--- src/rtl/alu_seq_ctrl.sv ---
// alu_seq_ctrl: sequential issuer / result collector for the combinational ALU.
// Accepts a request, runs the ALU N times (feeding each result back as A),
// owns the architectural flag register and returns the final result.
module alu_seq_ctrl #(
  parameter int OPER_W    = 5,
  parameter int FLAGS_W   = 4,
  parameter int PF_SLOT_C = 0,
  parameter int PF_SLOT_Z = 1
) (
  input  logic               clk,
  input  logic               reset,
  // request channel
  input  logic               req_valid,
  output logic               req_ready,
  input  logic [OPER_W-1:0]  req_oper,
  input  logic [7:0]         req_a_hi,
  input  logic [7:0]         req_a_lo,
  input  logic [7:0]         req_b,
  input  logic [3:0]         req_count,
  input  logic               req_flags_we,
  // direct flag register access
  input  logic               flags_wr_en,
  input  logic [FLAGS_W-1:0] flags_wr_data,
  output logic [FLAGS_W-1:0] flags,
  // ALU side
  output logic [OPER_W-1:0]  alu_oper,
  output logic [7:0]         alu_a_hi,
  output logic [7:0]         alu_a_lo,
  output logic [7:0]         alu_b,
  output logic [FLAGS_W-1:0] alu_flags_in,
  input  logic [7:0]         alu_out_hi,
  input  logic [7:0]         alu_out_lo,
  input  logic [FLAGS_W-1:0] alu_flags_out,
  // response channel
  output logic               rsp_valid,
  input  logic               rsp_ready,
  output logic [7:0]         rsp_hi,
  output logic [7:0]         rsp_lo,
  output logic [FLAGS_W-1:0] rsp_flags
);

  // Carry and zero must name two distinct bits of the flag vector.
  if (PF_SLOT_C >= FLAGS_W || PF_SLOT_Z >= FLAGS_W || PF_SLOT_C == PF_SLOT_Z) begin : g_bad_slots
    $error("alu_seq_ctrl: PF_SLOT_C/PF_SLOT_Z must be distinct indices below FLAGS_W");
  end

  typedef enum logic [1:0] {
    ST_IDLE,
    ST_EXEC,
    ST_RESP
  } state_t;

  state_t             r_state;
  logic [FLAGS_W-1:0] r_flags;
  logic [OPER_W-1:0]  r_oper;
  logic [15:0]        r_a;
  logic [7:0]         r_b;
  logic [3:0]         r_cnt;
  logic               r_we;
  logic [FLAGS_W-1:0] r_wflags;
  logic               r_req_ready;
  logic               r_rsp_valid;
  logic [7:0]         r_rsp_hi;
  logic [7:0]         r_rsp_lo;
  logic [FLAGS_W-1:0] r_rsp_flags;

  // Working registers drive the ALU directly, so alu_* only move at edges.
  assign alu_oper     = r_oper;
  assign alu_a_hi     = r_a[15:8];
  assign alu_a_lo     = r_a[7:0];
  assign alu_b        = r_b;
  assign alu_flags_in = r_wflags;

  assign flags        = r_flags;
  assign req_ready    = r_req_ready;
  assign rsp_valid    = r_rsp_valid;
  assign rsp_hi       = r_rsp_hi;
  assign rsp_lo       = r_rsp_lo;
  assign rsp_flags    = r_rsp_flags;

  // Control FSM: accept, iterate the ALU, then hold the result until taken.
  always_ff @(posedge clk or posedge reset) begin
    if (reset) begin
      r_state     <= ST_IDLE;
      r_flags     <= '0;
      r_oper      <= '0;
      r_a         <= '0;
      r_b         <= '0;
      r_cnt       <= '0;
      r_we        <= 1'b0;
      r_wflags    <= '0;
      r_req_ready <= 1'b1;
      r_rsp_valid <= 1'b0;
      r_rsp_hi    <= '0;
      r_rsp_lo    <= '0;
      r_rsp_flags <= '0;
    end else begin
      case (r_state)
        ST_IDLE: begin
          if (flags_wr_en) begin
            r_flags <= flags_wr_data;
          end
          if (req_valid) begin
            r_oper      <= req_oper;
            r_a         <= {req_a_hi, req_a_lo};
            r_b         <= req_b;
            r_cnt       <= (req_count == 4'd0) ? 4'd1 : req_count;
            r_we        <= req_flags_we;
            // A same-cycle direct load is visible to the accepted op.
            r_wflags    <= flags_wr_en ? flags_wr_data : r_flags;
            r_req_ready <= 1'b0;
            r_state     <= ST_EXEC;
          end
        end
        ST_EXEC: begin
          r_a      <= {alu_out_hi, alu_out_lo};
          r_wflags <= alu_flags_out;
          if (r_we) begin
            r_flags <= alu_flags_out;
          end
          r_cnt <= r_cnt - 4'd1;
          if (r_cnt == 4'd1) begin
            r_rsp_hi    <= alu_out_hi;
            r_rsp_lo    <= alu_out_lo;
            r_rsp_flags <= alu_flags_out;
            r_rsp_valid <= 1'b1;
            r_state     <= ST_RESP;
          end
        end
        ST_RESP: begin
          if (rsp_ready) begin
            r_rsp_valid <= 1'b0;
            r_req_ready <= 1'b1;
            r_state     <= ST_IDLE;
          end
        end
        default: begin
          r_state     <= ST_IDLE;
          r_req_ready <= 1'b1;
          r_rsp_valid <= 1'b0;
        end
      endcase
    end
  end

endmodule
--- config.mk ---
export PLATFORM = sky130hd
export DESIGN_NAME = alu_seq_ctrl
export DESIGN_NICKNAME = d
export VERILOG_FILES = /design/src/rtl/alu_seq_ctrl.sv
export SDC_FILE = /design/constraint.sdc
export NUM_CORES = 1
export LEC_CHECK = 0
export CAP_MARGIN = 10
export CORE_ASPECT_RATIO = 1.75
export CORE_MARGIN = 3
export CORE_UTILIZATION = 39
export CTS_CLUSTER_SIZE = 10
export DETAILED_ROUTE_END_ITERATION = 8
export PLACE_DENSITY = 0.73
export SLEW_MARGIN = 0
export SYNTH_ARGS = -nofsm -noshare
export SYNTH_HDL_FRONTEND = slang
export SYNTH_SLANG_ARGS = --single-unit
--- constraint.sdc ---
create_clock -name clk -period 1.9 [get_ports clk]
set_input_delay 0.38 -clock clk [delete_from_list [all_inputs] [get_ports clk]]
set_output_delay 0.38 -clock clk [all_outputs]
set_load 0.005 [all_outputs]
==> load_flow_metrics.sql <==
INSERT INTO impl_metrics (metric_group, metric, value, unit) VALUES
('run_status', 'status', 'completed', ''),
('synth', 'syn_area', '3040', 'um2'),
('final_layout', 'mostFrequentLayoutCell', 'clkdlybuf4s50_1', ''),
('global_route', 'grt_pass1_wl', '12800', 'um'),
('critical_path', 'cp-endpoint', 'req_ready', ''),
('pwr', 'ir_worst_vdd', '0.000873', 'V'),
('timing', 'final_max_slew_viol_count', '0', ''),
('timing', 'final_setup_violating_endpoints', '0', ''),
('timing', 'worst-slew-pin-transition', '0.732', 'ns'),
('synth', 'netlist_top_cells_area', 'dfrtp_1, mux2_4, nand2_1, o2bb2ai_1, mux2i_1', ''),
('timing', 'max-slew-margin-rel', '51.0', '%'),
('synth', 'post-synth-top-area-cell', 'dfrtp_1', ''),
('die', 'full_die_area', '8940', 'um2'),
('placement', 'port_buffers', '121', ''),
('critical_path', 'critical_path_fanouts_max', '3', ''),
('detailed_routing', 'routed-via-count', '2459', ''),
('timing', 'fin_ws', '0.132', 'ns'),
('cts', 'clock_tree.root_cell', 'clkbuf_16', ''),
('timing', 'final.min_clock_period', '1.77', 'ns'),
('critical_path', 'classification_of_the_worst_setup_path', 'flip-flop to output pin', ''),
('pwr', 'leakagePower', '2.08', 'nW'),
('detailed_routing', 'final_antenna_net_count', '0', ''),
('critical_path', 'timing.critical_path.required', '1.52', 'ns'),
('cts', 'cts_resized', '0', ''),
('die', 'initial_core_utilization', '40.2', '%'),
('critical_path', 'timing.rr.end', 'rsp_hi[6]$_DFFE_PP0P_', ''),
('critical_path', 'cpLargestDelayFamily', 'flip-flops', ''),
('critical_path', 'critPathLaunchType', 'flip-flop', ''),
('global_route', 'maximum_number_of_pins_on_one_net_before_global_route_repair', '67', ''),
('detailed_routing', 'postRouteWirelength', '7850', 'um'),
('critical_path', 'timing.critical_path.slowest_stage_cell', 'dfstp_2', ''),
('critical_path', 'endpoint_kind', 'output pin', ''),
('placement', 'gp_congestion', '0.758', ''),
('timing', 'layout_worst_path_cycle_share', '93.0', '%'),
('run', 'maxCapViolations', '0', ''),
('detailed_routing', 'detail_route.first_pass.iterations', '5', ''),
('timing', 'finClkSkew', '0.00342', 'ns'),
('critical_path', 'worst_path_largest_cell_delay', '0.54', 'ns'),
('cts', 'htree_num_levels', '3', ''),
('global_route', 'grt_pass1_vias', '2571', ''),
('critical_path', 'cp.buffers_inverters', '1', ''),
('final_layout', 'n_antenna_cell', '0', ''),
('cts', 'cts.sink_count', '66', ''),
('final_layout', 'instances_no_fill', '480', ''),
('placement', 'dpl.hpwl', '5720', 'um'),
('synth', 'yosysTopAreaCellShare', '53.4', '%'),
('cts', 'cts_tree', 'yes', ''),
('synth', 'ys_warn_count', '0', ''),
('synth', 'synthesis.instances', '261', ''),
('critical_path', 'worst_ep_arrival_time', '1.39', 'ns'),
('die', 'placementRows', '42', ''),
('critical_path', 'first_element_of_the_critical_path', 'req_ready$_DFFE_PP1P_', ''),
('synth', 'syn-mean-instance-area', '11.7', 'um2'),
('synth', 'synth_seq_area_share', '54.3', '%'),
('die', 'die_y', '123', 'um'),
('detailed_routing', 'first_iter_violations', '141', ''),
('critical_path', 'ff2ff_setup_slack', '0.25', 'ns'),
('die', 'die_width', '72.8', 'um'),
('cts', 'worstSkewPairLatency', '0.33', 'ns'),
('global_route', 'antenna_found_initial', '0', ''),
('synth', 'synth_cell_type_count', '35', ''),
('timing', 'grt_setup_unrepaired', 'no', ''),
('cts', 'cts-buffers-inserted', '9', ''),
('final_layout', 'design.final.nets', '453', ''),
('worst_hold_path', 'hold_path_class', 'flip-flop to flip-flop', ''),
('final_layout', 'commonest_non_fill_non_tap_cells_in_the_layout', 'clkdlybuf4s50_1, dfrtp_1, nand2_1', ''),
('placement', 'detailedPlace.worstSlack', '-0.00293', 'ns'),
('pwr', 'pwr_density_cell', '1610', 'nW/um2'),
('final_layout', 'synthesis_to_layout_area_growth', '52.4', '%'),
('cts', 'post-cts-setup-buffers', '0', ''),
('global_route', 'grt_use_total', '18.6', '%');
[sequential cells by signal, summed over array words and instances (netlist names), 5 cells and up]
register / count
alu_b: 8
r_a: 16
rsp_hi: 8
rsp_lo: 8
alu_oper: 5
[per-stage QoR]
step	util (%)	instance area, um2	TNS (ns)
after global routing	61.3	4640	0
after floorplan	-	3050	0
after global placement	57.7	4370	0
final	61.3	4640	0
after detailed placement	57.7	4370	-0.00293
after CTS	61.3	4640	0
[logic make-up (layout without fill, tap and decap cells)]
family,after synthesis,after routing,synth area share (%)
AOI/OAI and AO/OA,56,56,13.8
xor gates and xnor gates,1,1,0.288
adders and majority gates,2,2,0.822
buffers and inverters,21,152,4.31
DFF,66,66,54.3
muxes,28,28,12.4
and+or+nand+nor,87,87,14.1
[worst min path at each step]
stage	startpoint	to	slack, ns	depth (start not counted)
2_1_floorplan	r_we$_DFFE_PP0P_	r_we$_DFFE_PP0P_	0.45	2
3_3_place_gp	alu_b[3]$_DFFE_PP0P_	alu_b[3]$_DFFE_PP0P_	0.46	2
3_5_place_dp	alu_b[2]$_DFFE_PP0P_	alu_b[2]$_DFFE_PP0P_	0.46	2
4_1_cts	alu_b[2]$_DFFE_PP0P_	alu_b[2]$_DFFE_PP0P_	0.47	2
5_1_grt	alu_b[6]$_DFFE_PP0P_	alu_b[6]$_DFFE_PP0P_	0.49	2
6_report	alu_b[2]$_DFFE_PP0P_	alu_b[2]$_DFFE_PP0P_	0.47	2
[synth_stat cells]
cell	n
a211oi_1	2
a211oi_4	1
a21oi_1	13
a22oi_1	10
a2bb2oi_1	4
a311oi_1	1
and2b_1	1
and3b_1	6
buf_2	5
buf_4	2
buf_6	5
clkbuf_1	4
clkbuf_2	1
dfrtp_1	65
dfstp_2	1
ha_1	2
inv_1	4
mux2_1	1
mux2_4	19
mux2i_1	8
nand2_1	50
nand2b_1	5
nand3b_1	1
nor2_1	7
nor2b_1	10
nor3_1	4
nor3b_2	2
o21ai_1	7
o21ba_2	1
o221a_2	4
o22a_1	1
o22ai_1	1
o2bb2ai_1	11
or3b_1	1
xor2_1	1
[worst reg2reg max path: stages, from the launching register on]
cell	delay, ns
dfrtp_1	0.42
ha_1	0.21
nor3b_2	0.16
nand2_1	0.18
buf_12	0.22
mux2_1	0.34
[where the power goes]
part	switching, mW	internal [mW]	leakage, nW
Combinational	1.27	2.13	1.16
Sequential	0.451	2.13	0.780
Clock	0.571	0.939	0.138
[layout make-up]
class | instances | area (um2)
inverter | 4 | 18.8
timing repair buffer | 133 | 1330
clock buffer | 12 | 256
fill | 642 | 2930
sequential | 66 | 1650
tap | 88 | 110
multi-input combinational | 174 | 1260
clock inverter | 3 | 15.0
[routing by layer]
layer | up-vias | wire length, um | global-route usage, %
met5 | - | 0 | 0
met4 | 0 | 208 | 8.78
met3 | 17 | 443 | 4.75
met2 | 81 | 4190 | 31.4
met1 | 1190 | 3010 | 21.5
li1 | 1171 | - | -
(Power assumes the default switching activity.)
==> RTL edit: new RTL, config.mk and constraints unchanged <==
Set the parameter `FLAGS_W` to 6 (it was 4).
--- a/src/rtl/alu_seq_ctrl.sv
+++ b/src/rtl/alu_seq_ctrl.sv
@@ -3,7 +3,7 @@
 // owns the architectural flag register and returns the final result.
 module alu_seq_ctrl #(
   parameter int OPER_W    = 5,
-  parameter int FLAGS_W   = 4,
+  parameter int FLAGS_W   = 6,
   parameter int PF_SLOT_C = 0,
   parameter int PF_SLOT_Z = 1
 ) (
Ports: changed (5 resized); port bits go from 122 to 132. No check against the original RTL was run, so the function may have changed too.
==> RTL edit against the unedited design <==
Worst setup slack improved by 9.4 ps. Via count rose by 11%. Count of clock-buffer cells in the layout down 3. Power grew 11%. Routed wire length is 17% higher. Sequential cell count is 6 higher. Final area increased by 11%. Die area up 10%. Largest power group unchanged. Area after synthesis rose by 11%.
==> RTL edit: results <==
[layout]
largest_reg_flops = 16
fillCellCount = 719
top_register = "r_a"
nets = 494
antenna_cells = 0
drive_gt1_share_pct = 13.5
final_cells = 545

[route]
post_drt_via_cell_ratio = 5.02
wirelength_um = 9170
first_iter_violations = 129
firstDrtPassIters = 4

[worst_hold_path]
min_path_type = "reg -> reg"
min_to = "alu_oper[0]$_DFFE_PP0P_"
worst_hold_path.num_cells = 2
hold_start = "alu_oper[0]$_DFFE_PP0P_"

[clocking]
clock_latency_ps = 330
h-tree-depth = 3
root_buffer = "clkbuf_16"
clkTransAtPathRegs_ps = 60
cts_buffers = 9
ctsResizeCount = 0
clockBufferDepth = 2

[pwr]
vdd_drop_max_uv = 856
cellLeakagePower_nw = 2.26

[global_route]
grt_max_degree = 73
grt_pass1_wl_um = 15000
antenna_found_initial = 0
grt_pass1_vias = 2891
grtUsageTotal_pct = 19.5

[timing]
skew_ps = 8.29
tightest_slew_ps = 484

[synth]
synth_area_leaders = "dfrtp_1 (53%), mux2_4 (8.4%), nand2_1 (5.7%), mux2i_1 (3.6%), nor2b_1 (2.8%)"
syn-num-nets = 361
synth_cell_type_count = 37
ys.flop_type = "dfrtp_1"
async_flop_share_pct = 100
ys_warn_count = 0
yosysSeqAreaShare_pct = 53.4
yosys-top-cells-count = "dfrtp_1 (71), nand2_1 (51), mux2_4 (19)"
syn-mean-instance-area_um2 = 11.6

[worst_setup_path]
r2r_slack_ps = 140
r2r-start = "r_cnt[1]$_DFFE_PP0P_"
reg2reg_depth = 5
crit_fanout = 23
slowest_delay_ps = 400
cpMaxStageDelayCell = "dfrtp_1"
reg2reg_to = "rsp_hi[3]$_DFFE_PP0P_"
arrival_ps = 1970

[placed_design]
hpwl_um = 6520
placed_cells = 529
place.gp.congestion = 0.759
io_buffers = 131

[run_status]
status = "finished clean"
RTL edit: critical path, delay by kind of cell, from the launching register on:
kind	cells	cell delay, ps
and+or+nand+nor	2	600
DFF	1	400
muxes	1	390
adders and majority gates	1	140
buffers and inverters	1	100
RTL edit: worst max-delay path by stage:
stage | startpoint | end | slack, ps | cells past startpoint
finish | r_cnt[1]$_DFFE_PP0P_ | rsp_hi[3]$_DFFE_PP0P_ | 140 | 5
global route | r_cnt[1]$_DFFE_PP0P_ | rsp_lo[7]$_DFFE_PP0P_ | 8 | 5
floorplan | r_cnt[1]$_DFFE_PP0P_ | rsp_hi[0]$_DFFE_PP0P_ | 390 | 6
detailed placement | flags_wr_en | flags[3]$_DFFE_PP0P_ | 70 | 4
global placement | req_valid | alu_b[6]$_DFFE_PP0P_ | 100 | 5
CTS | r_cnt[1]$_DFFE_PP0P_ | rsp_hi[3]$_DFFE_PP0P_ | 130 | 5
RTL edit: metrics by stage:
step	setup slack [ps]	hold slack, ps	area (µm²)	power (W)
floorplan	388	446	3380	0.00476
global placement	96.3	458	4840	0.00667
detailed placement	70.7	468	4840	0.00676
CTS	131	480	5130	0.00845
global route	7.75	500	5130	0.00889
finish	142	472	5130	0.00833
RTL edit: layer usage:
| metal | global-route usage, % | vias up | routed length, µm |
|---|---|---|---|
| met1 | 21.4 | 1348 | 3450 |
| met4 | 9.39 | 0 | 260 |
| li1 | - | 1289 | - |
| met5 | 0 | - | 0 |
| met3 | 3.41 | 17 | 366 |
| met2 | 36.1 | 81 | 5090 |
RTL edit: power breakdown:
part | switching [W] | internal (W) | leakage (nW)
logic | 0.00148 | 0.00239 | 1.27
registers | 0.000514 | 0.00231 | 0.849
clock network | 0.000633 | 0.00100 | 0.145
total | 0.00262 | 0.00571 | 2.26
RTL edit: logic make-up (layout without fill, tap and decap cells):
kind of cell / after synthesis / count (layout) / synth area share, %
fa+ha+maj: 2 / 2 / 0.741
flops: 72 / 72 / 53.4
compound gates: 66 / 66 / 14.3
mux: 34 / 34 / 13.0
xor+xnor: 1 / 1 / 0.259
simple gates: 93 / 93 / 14.1
buf+inv: 24 / 162 / 4.22
RTL edit: cell type report:
cell class	count	area share (%)
clock buffer	9	4.39
tap	115	2.81
timing repair buffer	142	28.2
clock inverter	7	1.22
multi-input combinational	196	27.9
sequential	72	35.2
inverter	4	0.366
